[src/rtl/minimig_clk_pkg.sv]
// Shared types and constants for the Minimig clock/reset sequencer.
package minimig_clk_pkg;

   // Sequencer states; the encoding is exported on seq_state for debug LEDs
   typedef enum logic [1:0] {
      WAIT_LOCK = 2'd0,
      FILTER    = 2'd1,
      HOLD      = 2'd2,
      RUN       = 2'd3
   } seq_state_t;

   // Bus phase on which the 7 MHz rising-phase enable fires
   localparam logic [3:0] PH_CE7    = 4'd0;
   // Bus phase on which the 7 MHz falling-phase enable fires
   localparam logic [3:0] PH_CE7N   = 4'd8;
   // Low phase bits that must all be zero for a 28 MHz enable
   localparam logic [1:0] CE28_MASK = 2'b11;

   // Larger of two integers, used to size the shared interval counter
   function automatic int max_int(input int a, input int b);
      return (a > b) ? a : b;
   endfunction

endpackage

[src/rtl/sync2_ff.sv]
// Generic two-flop synchronizer with asynchronous active-low clear.
// Used for any single-bit or independent multi-bit CDC crossing.
module sync2_ff #(
   parameter int WIDTH = 1
) (
   input  logic             clk,
   input  logic             clr_n,
   input  logic [WIDTH-1:0] d,
   output logic [WIDTH-1:0] q
);

   logic [WIDTH-1:0] meta_reg;
   logic [WIDTH-1:0] sync_reg;

   // Two back-to-back flops give metastability one full cycle to settle
   always_ff @(posedge clk or negedge clr_n) begin
      if (!clr_n) begin
         meta_reg <= '0;
         sync_reg <= '0;
      end else begin
         meta_reg <= d;
         sync_reg <= meta_reg;
      end
   end

   assign q = sync_reg;

endmodule

[src/rtl/minimig_clkrst_seq.sv]
// Reset sequencer and 28/7 MHz clock-enable generator for the system clock.
// Filters PLL lock, holds the system in reset for a programmed interval and
// releases sys_rst_n exactly on bus phase 0 so the chipset starts aligned.
module minimig_clkrst_seq
   import minimig_clk_pkg::*;
#(
   parameter int LOCK_FILT = 1024,
   parameter int RST_HOLD  = 4096
) (
   input  logic       clk,
   input  logic       rst_n,
   input  logic       pll_locked,
   input  logic       sw_reset_req,
   output logic       sys_rst_n,
   output logic       ce_28,
   output logic       ce_7,
   output logic       ce_7n,
   output logic [3:0] phase,
   output logic [1:0] seq_state
);

   localparam int CNT_W = $clog2(max_int(LOCK_FILT, RST_HOLD));
   localparam logic [CNT_W-1:0] FILT_LAST = CNT_W'(LOCK_FILT - 1);
   localparam logic [CNT_W-1:0] HOLD_LAST = CNT_W'(RST_HOLD - 1);

   logic             lock_s;
   seq_state_t       state_reg,  state_next;
   logic [CNT_W-1:0] cnt_reg,    cnt_next;
   logic [3:0]       phase_reg,  phase_next;
   logic             srst_n_reg, srst_n_next;
   logic             ce_28_reg,  ce_28_next;
   logic             ce_7_reg,   ce_7_next;
   logic             ce_7n_reg,  ce_7n_next;
   logic             ce_active;

   sync2_ff #(
      .WIDTH (1)
   ) u_lock_sync (
      .clk   (clk),
      .clr_n (rst_n),
      .d     (pll_locked),
      .q     (lock_s)
   );

   // Next-state, interval counter and bus phase; lock loss always has priority
   always_comb begin
      state_next = state_reg;
      cnt_next   = cnt_reg;
      phase_next = phase_reg;
      unique case (state_reg)
         WAIT_LOCK: begin
            cnt_next   = '0;
            phase_next = '0;
            if (lock_s) begin
               state_next = FILTER;
            end
         end
         FILTER: begin
            phase_next = '0;
            if (!lock_s) begin
               state_next = WAIT_LOCK;
               cnt_next   = '0;
            end else if (cnt_reg == FILT_LAST) begin
               state_next = HOLD;
               cnt_next   = '0;
            end else begin
               cnt_next = cnt_reg + 1'b1;
            end
         end
         HOLD: begin
            phase_next = phase_reg + 4'd1;
            if (!lock_s) begin
               state_next = WAIT_LOCK;
               cnt_next   = '0;
               phase_next = '0;
            end else if (cnt_reg == HOLD_LAST) begin
               // Release only at the end of a bus cycle so RUN starts on phase 0
               if (phase_reg == 4'd15) begin
                  state_next = RUN;
               end
            end else begin
               cnt_next = cnt_reg + 1'b1;
            end
         end
         RUN: begin
            phase_next = phase_reg + 4'd1;
            if (!lock_s) begin
               state_next = WAIT_LOCK;
               cnt_next   = '0;
               phase_next = '0;
            end else if (sw_reset_req) begin
               // Soft reset keeps the phase running so the enables never glitch
               state_next = HOLD;
               cnt_next   = '0;
            end
         end
         default: begin
            state_next = WAIT_LOCK;
            cnt_next   = '0;
            phase_next = '0;
         end
      endcase
   end

   // Decode enables and reset from next-cycle values so the registered outputs line up with phase
   always_comb begin
      ce_active   = (state_next == HOLD) || (state_next == RUN);
      ce_28_next  = ce_active && ((phase_next[1:0] & CE28_MASK) == 2'b00);
      ce_7_next   = ce_active && (phase_next == PH_CE7);
      ce_7n_next  = ce_active && (phase_next == PH_CE7N);
      srst_n_next = (state_next == RUN);
   end

   // Sequencer state, counter and phase registers
   always_ff @(posedge clk or negedge rst_n) begin
      if (!rst_n) begin
         state_reg <= WAIT_LOCK;
         cnt_reg   <= '0;
         phase_reg <= '0;
      end else begin
         state_reg <= state_next;
         cnt_reg   <= cnt_next;
         phase_reg <= phase_next;
      end
   end

   // Registered reset and enable outputs
   always_ff @(posedge clk or negedge rst_n) begin
      if (!rst_n) begin
         srst_n_reg <= 1'b0;
         ce_28_reg  <= 1'b0;
         ce_7_reg   <= 1'b0;
         ce_7n_reg  <= 1'b0;
      end else begin
         srst_n_reg <= srst_n_next;
         ce_28_reg  <= ce_28_next;
         ce_7_reg   <= ce_7_next;
         ce_7n_reg  <= ce_7n_next;
      end
   end

   assign sys_rst_n = srst_n_reg;
   assign ce_28     = ce_28_reg;
   assign ce_7      = ce_7_reg;
   assign ce_7n     = ce_7n_reg;
   assign phase     = phase_reg;
   assign seq_state = state_reg;

endmodule

[config.mk]
export PLATFORM = sky130hd
export DESIGN_NAME = minimig_clkrst_seq
export DESIGN_NICKNAME = d
export VERILOG_FILES = /design/src/rtl/minimig_clk_pkg.sv /design/src/rtl/sync2_ff.sv /design/src/rtl/minimig_clkrst_seq.sv
export SDC_FILE = /design/constraint.sdc
export NUM_CORES = 1
export LEC_CHECK = 0
export CAP_MARGIN = 10
export CORE_UTILIZATION = 62
export DETAILED_ROUTE_END_ITERATION = 10
export DONT_BUFFER_PORTS = 1
export PLACE_DENSITY_LB_ADDON = 0.15
export SLEW_MARGIN = 20
export SYNTH_ARGS = -nofsm -noshare
export SYNTH_HDL_FRONTEND = slang
export SYNTH_HIERARCHICAL = 1
export SYNTH_SLANG_ARGS = --single-unit
[constraint.sdc]
create_clock -name clk -period 2.1 [get_ports clk]
set_clock_uncertainty 0.1 [all_clocks]
set_input_delay 0.42 -clock clk [delete_from_list [all_inputs] [get_ports clk]]
set_output_delay 0.42 -clock clk [all_outputs]
set_load 0.1 [all_outputs]
# Word level (Yosys, flattened, before mapping)

Cells that the tools add are included.

Output and inout port bits: 10
Register bits after elaboration: 24
Word-level logic and storage cells: 50
Input bits: 4

Add/subtract/negate cells: 2
Equal/unequal tests: 11
Reduce and logical (&&, ||, !) cells: 10
Muxes and demuxes: 18

Operators with widths:

| cell                    | number |
|---|---|
| $mux W12                | 6 |
| $pmux W12 S4            | 1 |
| $mux W2                 | 8 |
| $add A12 B1 Y12 const B | 1 |
| $eq A12 B10 Y1 const B  | 1 |
| $eq A12 B12 Y1 const B  | 1 |
| $eq A2 B2 Y1 const B    | 4 |
| $eq A4 B4 Y1 const B    | 2 |
| $pmux W2 S4             | 1 |
| $pmux W4 S2             | 1 |
| $ne A3 B3 Y1 const B    | 2 |
| $add A4 B1 Y4 const B   | 1 |
| $logic_not A2 Y1        | 2 |
| $logic_not A4 Y1        | 1 |
| $mux W4                 | 1 |
| $reduce_or A2 Y1        | 2 |
| $logic_and A1 B1 Y1     | 3 |
| $eq A2 B1 Y1 const B    | 1 |
| $reduce_and A2 Y1       | 1 |
| $logic_or A1 B1 Y1      | 1 |

# Longest topological paths before layout

Depth in word-level cells: 8
Mapped depth: 6
Gate-level depth less buffers: 6

# Cells and area by module

Netlist, hierarchy kept.

Modules (own cells, without submodules):

| module             | times used | area an instance (um^2) | cells an instance | seq. area each (um^2) |
|---|---|---|---|---|
| minimig_clkrst_seq | 1          | 1,383.8                 | 135               | 550.5 |
| sync2_ff           | 1          | 50.0                    | 2                 | 50.0 |

# Least setup slack after synthesis

Ideal clock, no wire load.

Path kind: reg-to-reg
From: reg state_reg[0], in the netlist seq_state[0]
To: reg ce_7n_reg, in the netlist ce_7n
Setup time: 144 ps
Setup slack: -507 ps
Buffers on the path: 0
Clock period less this slack: 2,607 ps
Required time: 1,856 ps
Data arrival time: 2,363 ps
Stages on the path, launching flop included: 7
Cell sequence: dfrtp_1 inv_1 ha_1 o311ai_1 nand3_1 o31ai_1 nor4_2

Longest elaborated chain between the ends: 7
Elaborated cells between the ends (all ways): 21
Classes of those cells: eq/ne: 6; mux: 10; reduce/logical: 5

RTL lines:

| item                     | RTL line                  | RTL |
|---|---|---|
| start: declaration       | minimig_clkrst_seq.sv:27  | `seq_state_t state_reg, state_next;` |
| start signal: assignment | minimig_clkrst_seq.sv:121 | `state_reg <= state_next;` |
| $mux W2                  | minimig_clkrst_seq.sv:78  | `if (phase_reg == 4'd15) begin` |
| $mux W2                  | minimig_clkrst_seq.sv:76  | `end else if (cnt_reg == HOLD_LAST) begin` |
| $mux W2                  | minimig_clkrst_seq.sv:72  | `if (!lock_s) begin` |
| $pmux W2 S4              | minimig_clkrst_seq.sv:50  | `unique case (state_reg)` |
| $eq A2 B2 Y1             | minimig_clkrst_seq.sv:107 | `ce_active = (state_next == HOLD) \|\| (state_next == RUN);` |
| $logic_or A1 B1 Y1       | minimig_clkrst_seq.sv:107 |  |
| $logic_and A1 B1 Y1 *    | minimig_clkrst_seq.sv:110 | `ce_7n_next = ce_active && (phase_next == PH_CE7N);` |
| via ce_7n_next           | minimig_clkrst_seq.sv:33  | `logic ce_7n_reg, ce_7n_next;` |
| end signal: assignment   | minimig_clkrst_seq.sv:138 | `ce_7n_reg <= ce_7n_next;` |
| end: declaration         | minimig_clkrst_seq.sv:33  |  |

Mark *: on every way through the listed nets, which the timed path passes. The rest lies on a longest branch.
A chain may end at the register's enable or synchronous reset.

# Worst setup path after layout

From: reg state_reg[1], in the netlist seq_state[1]
To: reg cnt_reg[3]

Longest elaborated chain between the ends: 3
Elaborated cells between the ends (all ways): 8
Classes of those cells: eq/ne: 5; mux: 1; reduce/logical: 2

RTL lines:

| item                               | RTL line                  | RTL |
|---|---|---|
| $eq A2 B2 Y1                       | minimig_clkrst_seq.sv:50  |  |
| $ne A3 B3 Y1 (no source line)      | n/a                       |  |
| $reduce_and A2 Y1 (no source line) | n/a                       |  |
| end signal: assignment             | minimig_clkrst_seq.sv:122 | `cnt_reg <= cnt_next;` |
| end: declaration                   | minimig_clkrst_seq.sv:28  | `logic [CNT_W-1:0] cnt_reg, cnt_next;` |

Parallel ways exist; a longest one is shown, timed or not.

==> metrics.md <==
| Metric | Value |
|---|---|
| Total die area | 2510 um2 |
| Hold Vio Cnt, Final | 0 |
| Synth top area share | about two fifths |
| Fmax | between 400 and 500 MHz |
| Max-slew headroom | between 60% and 70% |
| Clk_lat worst skew | ~0.32 ns |
| Chip Height | 50.1 um |
| Ys Warns | 6 |
| Worst Tran Pin Value | 0.522 ns |
| Worst setup path endpoint | cnt_reg[3] |
| IO Port Bufs | 0 |
| Layout Nets | 172 |
| Vias per cell | 6.36 |
| Hold Path Class | in -> reg |
| Yosys reg bits | 24 |
| IR drop worst, VDD | between 1000 and 1500 uV |
| Final RePlAce weighted congestion | between 0.8 and 0.9 |
| Post-synth cell types | 46 |
| First-pass GRT wire length | 5.31 mm |
| Register-to-Register Path Depth | 7 |
| Hold WS | 0.0221 ns |
| Synth Flop Type | dfrtp_1 |
| Max reg flops | 12 |
| Final count of pins violating max slew | 0 |
| Starting density of the core | between 60% and 70% |
| N_diodes | 0 |
| Arrival time worst endpoint | ~2.1 ns |
| Setup crit start | seq_state[1] |
| Place WS | between 0.01 and 0.015 ns |
| DP Wirelength | 2.17 mm |
| Total gr overflow | 0 |
| Final setup margin | ~0.076 ns |
| Synthesized area | approximately 1400 um2 |
| Layout cell share with drive strength beyond 1 | between 30% and 40% |
| Static Leak | 0.000807 uW |
| Ports | 14 |
| CTS tree | done |
| H-Tree Level Count | 1 |
| Fraction of registers with async set/reset | 100% |
| RR Startpoint | seq_state[1] |
| Initial antenna violation count | 0 |
| Worst-path fanout max | 6 |
| Post-route antenna net violation count | 0 |
| Startpoint Class | register |
| Syn Inst Count | 137 |
| Area added between synthesis and finish | 21.4% |
| Horiz. Die Dim | 50.1 um |
| Share of the yosys chip area belonging to registers | 41.9% |
| Sink Count | 24 |
| Setup crit end kind | register |
| Power per cell area | about 1000 nW/um2 |
| Fin crit share | 96.4% |
| Core ar. | 2190 um2 |
| Post-synth top area cell | dfrtp_1 |
| WL final | 3.14 mm |
| CTS buffer count | 3 |
| Top cells by area, synth | dfrtp_1 42%, ha_1 5.2%, a221o_1 3.5% |
| Total GRT Usage | 28.0% |
| 1st-pass router iterations | 4 |
| Worst Path Required | 2.22 ns |
| Post-route insts no fill | 189 |
| Core Rows | 17 |
| Tmin final | 2.02 ns |
| Post-synth EDFFs | 0 |
| CP Class | reg -> reg |
| Post-Syn Nets | 147 |
| Initial detailed-routing violation count | 44 |
| Syn Area/Cell | roughly 10 um2 |
| Clock transition at path regs | 0.13 ns |
| RSZ-0062 raised after global routing | yes |
| R2r setup slk | 0.08 ns |
| Setup-failing EPs final | 0 |
| Max clock buf depth | 2 |
| CTS root buf | clkbuf_4 |
| DR WL/cell | 16.6 um |
| Max-cap violations | 0 |
| Status | completed |
| Vias in the first global route | between 1000 and 1500 |
| Worst R2R End | cnt_reg[3] |
| Routed vias | roughly 1200 |
| Cells after DPL | 175 |
| # fillers | 131 |
| DRC | 0 |
| Largest net degree at the start of global routing | 25 |
## area by class of cell
type                       instances  area, um2  share of cell area, %
inverter                           7       28.8                   1.65
multi-input combinational        102        840                   48.2
tap                               28       35.0                   2.01
sequential                        24        613                   35.2
timing repair buffer              24        188                   10.8
clock buffer                       4       36.3                   2.08
## cell families (layout without fill, tap and decap cells)
logic type / Yosys count / count (layout) / share of synthesized area, %
compound gates: 34 / 34 / 19.9
xor+xnor: 4 / 4 / 2.44
fa+ha+maj: 6 / 6 / 5.24
buf+inv: 11 / 35 / 3.14
flops: 24 / 24 / 41.9
mux: 3 / 3 / 2.36
simple gates: 55 / 55 / 25.0
## what timing repair did
action	4_1_cts	5_1_grt
gates resized for setup	1	8
pin swaps	0	2
buffers inserted	0	8
endpoints found under the setup margin	1	13
hold endpoints to repair	24	6
hold buffers	1	1
## Yosys cell counts (3+ instances only)
cell      n
xnor2_1   3
nor2_1   12
ha_1      6
inv_1     7
nor2b_1   3
a22o_1    3
o21ai_0   4
nand4_1   4
dfrtp_1  24
nand2_1   5
nand3_1   7
a221o_1   5
o21a_1    3
and3_1    5
nand4_2   3
## worst min path at each step
stage,from,endpoint,cells past startpoint
2_1_floorplan,rst_n,ce_28,0
3_3_place_gp,rst_n,sys_rst_n,0
3_5_place_dp,rst_n,seq_state[0],0
4_1_cts,pll_locked,u_lock_sync/meta_reg,0
5_1_grt,pll_locked,u_lock_sync/meta_reg,0
6_report,pll_locked,u_lock_sync/meta_reg,0
## power by group
part / total, uW / switching [uW] / internal, uW / leakage, uW
registers: 591 / 55.5 / 535 / 0.000315
logic: 995 / 684 / 312 / 0.000471
clock network: 241 / 134 / 106 / 0.0000210
## metal layers
metal | vias up | part of all wire, % | global-route usage (%)
met4 | 0 | 2.4 | 9.05
met5 | - | 0 | 0
met2 | 38 | 47 | 42.4
met1 | 577 | 47 | 40.7
li1 | 576 | - | -
met3 | 11 | 4.2 | 4.01
## stage by stage
step           area [um2]  power (uW)  utilization (%)  TNS [ns]
6_report             1740        1830             79.4         0
5_1_grt              1740        1920             79.4    -0.151
4_1_cts              1630        1730             74.5         0
3_5_place_dp         1580        1480             72.1         0
3_3_place_gp         1580        1450             72.1         0
2_1_floorplan        1460        1290                -         0
## critical path: stages, from the launching register on
cell,delay (ns)
dfrtp_4,0.54
ha_4,0.20
buf_4,0.14
o211ai_2,0.28
a41oi_4,0.05
nor3b_4,0.19
buf_6,0.14
a221o_1,0.28
## placed cells by master (no fill, tap or decap), types with 4 or more instances in the layout
cell	netlist	layout
a221o_1	5	5
and3_1	5	4
buf_4	1	20
dfrtp_1	24	18
dfrtp_2	0	4
ha_1	6	5
inv_1	7	5
nand2_1	5	5
nand3_1	7	7
nand4_1	4	4
nor2_1	12	12
o21ai_0	4	4
(Power assumes the default switching activity.)
